<file path="src/rtl/seq_shifter.sv">
// Sequential barrel-less shifter: one bit position per cycle for SLL/SRL/ROL/ROR/SRA.
// Define SEQ_SHIFTER_SRA_EN to build the arithmetic right shift; otherwise op 100 passes data through.
module seq_shifter #(
    parameter int WIDTH = 8,
    parameter int SHW   = 3
) (
    input  logic             clk,
    input  logic             rst_n,
    input  logic             in_valid,
    output logic             in_ready,
    input  logic [WIDTH-1:0] data_in,
    input  logic [SHW-1:0]   sh,
    input  logic [2:0]       op,
    output logic             out_valid,
    input  logic             out_ready,
    output logic [WIDTH-1:0] data_out,
    output logic             busy
);

    // Handshake: a transfer happens on a rising edge where valid and ready are both high;
    // the producer holds its payload stable until then, and ready never depends on valid.

    typedef enum logic [1:0] {
        IDLE  = 2'd0,
        SHIFT = 2'd1,
        DONE  = 2'd2
    } state_t;

    localparam logic [SHW-1:0] CNT_ONE  = SHW'(1);
    localparam logic [SHW-1:0] CNT_ZERO = '0;

    state_t           state_q, state_d;
    logic [WIDTH-1:0] work_q, work_d;
    logic [WIDTH-1:0] data_out_q, data_out_d;
    logic [SHW-1:0]   cnt_q, cnt_d;
    logic [2:0]       op_q, op_d;
    logic [WIDTH-1:0] step_val;

    always_ff @(posedge clk) begin
        if (!rst_n) begin
            state_q    <= IDLE;
            work_q     <= '0;
            data_out_q <= '0;
            cnt_q      <= '0;
            op_q       <= '0;
        end else begin
            state_q    <= state_d;
            work_q     <= work_d;
            data_out_q <= data_out_d;
            cnt_q      <= cnt_d;
            op_q       <= op_d;
        end
    end

    // One-bit step of the latched operation; unknown codes leave the word unchanged.
    always_comb begin
        step_val = work_q;
        case (op_q)
            3'b000:  step_val = {work_q[WIDTH-2:0], 1'b0};
            3'b001:  step_val = {1'b0, work_q[WIDTH-1:1]};
            3'b010:  step_val = {work_q[WIDTH-2:0], work_q[WIDTH-1]};
            3'b011:  step_val = {work_q[0], work_q[WIDTH-1:1]};
`ifdef SEQ_SHIFTER_SRA_EN
            3'b100:  step_val = {work_q[WIDTH-1], work_q[WIDTH-1:1]};
`endif
            default: step_val = work_q;
        endcase
    end

    always_comb begin
        state_d = state_q;
        case (state_q)
            IDLE: begin
                if (in_valid) begin
                    state_d = (sh != CNT_ZERO) ? SHIFT : DONE;
                end
            end
            SHIFT: begin
                if (cnt_q == CNT_ONE) begin
                    state_d = DONE;
                end
            end
            DONE: begin
                if (out_ready) begin
                    state_d = IDLE;
                end
            end
            default: state_d = IDLE;
        endcase
    end

    // data_out only moves when a result completes, so it holds the previous result while shifting.
    always_comb begin
        work_d     = work_q;
        cnt_d      = cnt_q;
        op_d       = op_q;
        data_out_d = data_out_q;
        case (state_q)
            IDLE: begin
                if (in_valid) begin
                    work_d = data_in;
                    cnt_d  = sh;
                    op_d   = op;
                    if (sh == CNT_ZERO) begin
                        data_out_d = data_in;
                    end
                end
            end
            SHIFT: begin
                work_d = step_val;
                cnt_d  = cnt_q - CNT_ONE;
                if (cnt_q == CNT_ONE) begin
                    data_out_d = step_val;
                end
            end
            default: begin
                work_d = work_q;
            end
        endcase
    end

    always_comb begin
        in_ready  = (state_q == IDLE);
        out_valid = (state_q == DONE);
        busy      = (state_q != IDLE);
        data_out  = data_out_q;
    end

endmodule
</file>
<file path="config.mk">
export PLATFORM = sky130hd
export DESIGN_NAME = seq_shifter
export DESIGN_NICKNAME = d
export VERILOG_FILES = /design/src/rtl/seq_shifter.sv
export SDC_FILE = /design/constraint.sdc
export NUM_CORES = 1
export LEC_CHECK = 0
export ABC_AREA = 1
export BUFFER_PORTS_ARGS = -buffer_cell sky130_fd_sc_hd__buf_2
export CORE_MARGIN = 4
export CORE_UTILIZATION = 48
export DETAILED_ROUTE_END_ITERATION = 6
export PLACE_DENSITY_LB_ADDON = 0.2
export SKIP_LAST_GASP = 1
export SYNTH_ARGS = -nofsm -noshare
export SYNTH_HDL_FRONTEND = slang
export SYNTH_SLANG_ARGS = --single-unit
export TNS_END_PERCENT = 30
</file>
<file path="constraint.sdc">
create_clock -name clk -period 1.2 [get_ports clk]
set_input_delay 0.24 -clock clk [delete_from_list [all_inputs] [get_ports clk]]
set_output_delay 0.24 -clock clk [all_outputs]
set_load 0.05 [all_outputs]
</file>
==> impl_metrics.env <==
export IMPL_status="complete, but fails checks"
export IMPL_violations="negative setup slack"
export IMPL_min_to="op_q[1]"
export IMPL_worstPathCellList="inv_4 > buf_6 > buf_6 > nor2_4 > buf_6"
export IMPL_grt_pass1_vias=1319
export IMPL_drtPass1Iterations=4
export IMPL_worst_slack_ns=-0.213
export IMPL_grt_ovfl_total=0
export IMPL_final_nets=298
export IMPL_critPathTopFamily="buffers and inverters"
export IMPL_hp_start="op[1]"
export IMPL_yosys_warnings=0
export IMPL_fillers=226
export IMPL_synth_xor_area_share_pct=0
export IMPL_slowest_stage="dfxtp_4"
export IMPL_port_buffers=28
export IMPL_finalSetupTns_ns=-2.94
export IMPL_clkLatencyLatePin_ns=0.31
export IMPL_hold_depth=3
export IMPL_worst_path_largest_cell_delay_ns=0.38
export IMPL_initial_utilization_pct=50.0
export IMPL_path_class="reg -> out"
export IMPL_cp_max_fo=3
export IMPL_r2r_start="state_q[1]"
export IMPL_path_buf_inv=4
export IMPL_critPathRequiredTime_ns=0.96
export IMPL_min_period_ns=1.41
export IMPL_rows=19
export IMPL_synth_top_cell_area_share_pct=35.1
export IMPL_placed_area_um2=1650
export IMPL_route_vias_total=1556
export IMPL_drtAntennaViolNets=0
export IMPL_synth_area_leaders="dfxtp_1 35%, nand2_1 18%, nor2_1 12%"
export IMPL_antenna_found_initial=0
export IMPL_synthesis_area_um2=1370
export IMPL_clock_sinks=24
export IMPL_synth_top_cell_by_area="dfxtp_1"
export IMPL_fmax_mhz=708
export IMPL_place_congestion=0.895
export IMPL_cts_buffer_depth=2
export IMPL_cts_hold_buf=0
export IMPL_synth_fa_ha_area_share_pct=1.83
export IMPL_die_area_um2=3770
export IMPL_start_kind="flop"
export IMPL_wire_per_inst_um=12.5
export IMPL_syn_inst=225
export IMPL_die_h_um=61.4
export IMPL_synth_seq_area_share_pct=35.1
export IMPL_hpwl_mm=2.47
export IMPL_finalMaxSlewViolations=0
export IMPL_synth_area_per_cell_um2=6.08
export IMPL_drt_iter0_markers=64
export IMPL_cpMostUsedCell="buf_6"
export IMPL_rr_endpoint="cnt_q[2]"
export IMPL_grt_pass1_wl_mm=6.02
export IMPL_grtUsageTotal_pct=21.4
export IMPL_holdWs_ns=0.180
export IMPL_ys_types=22
export IMPL_timing_final_crit_share_pct=118
export IMPL_rsz0062_at_grt="true"
export IMPL_drc_errors=0
export IMPL_htreeDepth=1
export IMPL_grt_max_degree=24
export IMPL_numCtsBuffers=3
export IMPL_final_area_um2=1950
export IMPL_fp_dieW_um=61.4
export IMPL_synthMuxAreaShare_pct=0
export IMPL_ys_ff_latch=24
export IMPL_hold_violations=0
export IMPL_coreArea_um2=2730
export IMPL_cp_end_kind="output port"
export IMPL_ff2ff_path_depth=9
export IMPL_ioPinCount=29
export IMPL_ir_worst_vdd_mv=1.96
export IMPL_synth_simple_area_share_pct=42.3
export IMPL_avgViaCountPerCell=5.05
export IMPL_synth_compound_area_share_pct=9.33
export IMPL_tightestPinTransition_ns=0.407
export IMPL_cap_viol_max_count=0
export IMPL_power_density_nw_per_um2=2700
export IMPL_cts_tree="yes"
export IMPL_area_delta_synth_final_pct=42.5
export IMPL_setup_viol=29
export IMPL_drt_wl_total_mm=3.84
export IMPL_p_leak_nw=1.01
export IMPL_hold_path_class="in -> reg"
export IMPL_synth_top_family_by_area="simple AND/OR/NAND/NOR gates"
export IMPL_cts_root_buffer="clkbuf_4"
export IMPL_post_place_ws_ns=-0.0839
export IMPL_finalClockSkew_ns=0.000955
export IMPL_r2r_slack_ns=-0.15
export IMPL_clk_pin_slew_worst_paths_ns=0.13
export IMPL_slew_headroom_pct=72.8
export IMPL_post_route_cells_drive_above_1_share_pct=34.7
export IMPL_antennaDiodeCount=0
export IMPL_synth_fp_nets=245
export IMPL_critPathArrivalTime_ns=1.17
logic make-up after synthesis:
family | after synthesis
flops | 24
buf+inv | 36
simple gates | 138
compound gates | 25
fa+ha+maj | 2
through the flow:
stage	util (%)	power, mW	instances
after floorplan	-	3.24	225
after global placement	60.5	3.98	295
after detailed placement	60.5	4.01	295
after CTS	67.4	4.86	304
after global routing	71.3	5.67	308
final	71.3	5.27	308
where the power goes:
part / switching (mW) / leakage, nW / internal [mW]
Clock: 0.251 / 0.0210 / 0.185
Sequential: 0.295 / 0.201 / 1.12
Combinational: 2.06 / 0.792 / 1.36
sequential cells by signal, summed over array words and instances (netlist names):
name / count
op_q: 3
work_q: 8
data_out: 8
cnt_q: 3
state_q: 2
cells in the final DEF (no fill, tap or decap), drive strengths merged:
cell type  instances
nor2              49
nor3               1
buf               55
o21ai             15
dfxtp             24
nand2             70
nand3             16
nand3b             1
clkbuf             4
or2                2
o211ai             1
ha                 2
inv               28
a21oi              9
cells in the mapped netlist, drive strengths merged:
cell    number
nor2        49
clkbuf       1
nand2       69
ha           2
or2          2
nor3         1
inv         28
dfxtp       24
o211ai       1
nand3       16
buf          7
o21ai       15
a21oi        9
nand3b       1
how the worst max path moves through the flow:
stage	startpoint	end	slack, ns	cells after the start
2_1_floorplan	state_q[1]	data_out[1]	-0.11	7
3_3_place_gp	cnt_q[0]	data_out[6]	-0.08	8
3_5_place_dp	cnt_q[0]	data_out[6]	-0.08	8
4_1_cts	state_q[1]	out_valid	-0.23	5
5_1_grt	state_q[1]	out_valid	-0.28	5
6_report	state_q[1]	out_valid	-0.21	5
worst reg2reg max path, cell delays in order (launching register included):
cell      delay [ns]
dfxtp_4         0.38
buf_4           0.15
nor2_4          0.13
nand2_2         0.11
buf_4           0.17
inv_1           0.08
nand2_1         0.05
o211ai_1        0.09
nand2_1         0.09
inv_1           0.08
layer usage:
metal	GRT usage, %	part of all wire (%)	vias to the layer above
li1	-	-	796
met1	28.6	42	695
met2	34.3	48	57
met3	4.40	7.1	8
met4	7.27	2.0	0
met5	0	0	-
area by class of cell:
class	count	area, um2	share of cell area [%]
Multi-Input combinational cell	166	878	45.1
Sequential cell	24	493	25.3
Timing Repair Buffer	55	393	20.2
Inverter	28	110	5.65
Tap cell	31	38.8	1.99
Clock buffer	4	36.3	1.86
what timing repair did:
action / 4_1_cts / 5_1_grt
endpoints found under the setup margin: 20 / 35
pin swaps: 11 / 13
cloned: 2 / 0
setup buffers: 3 / 4
endpoints found under the hold margin: 0 / 0
gates resized for setup: 32 / 27
No activity file was read; power rests on OpenSTA's default activity.
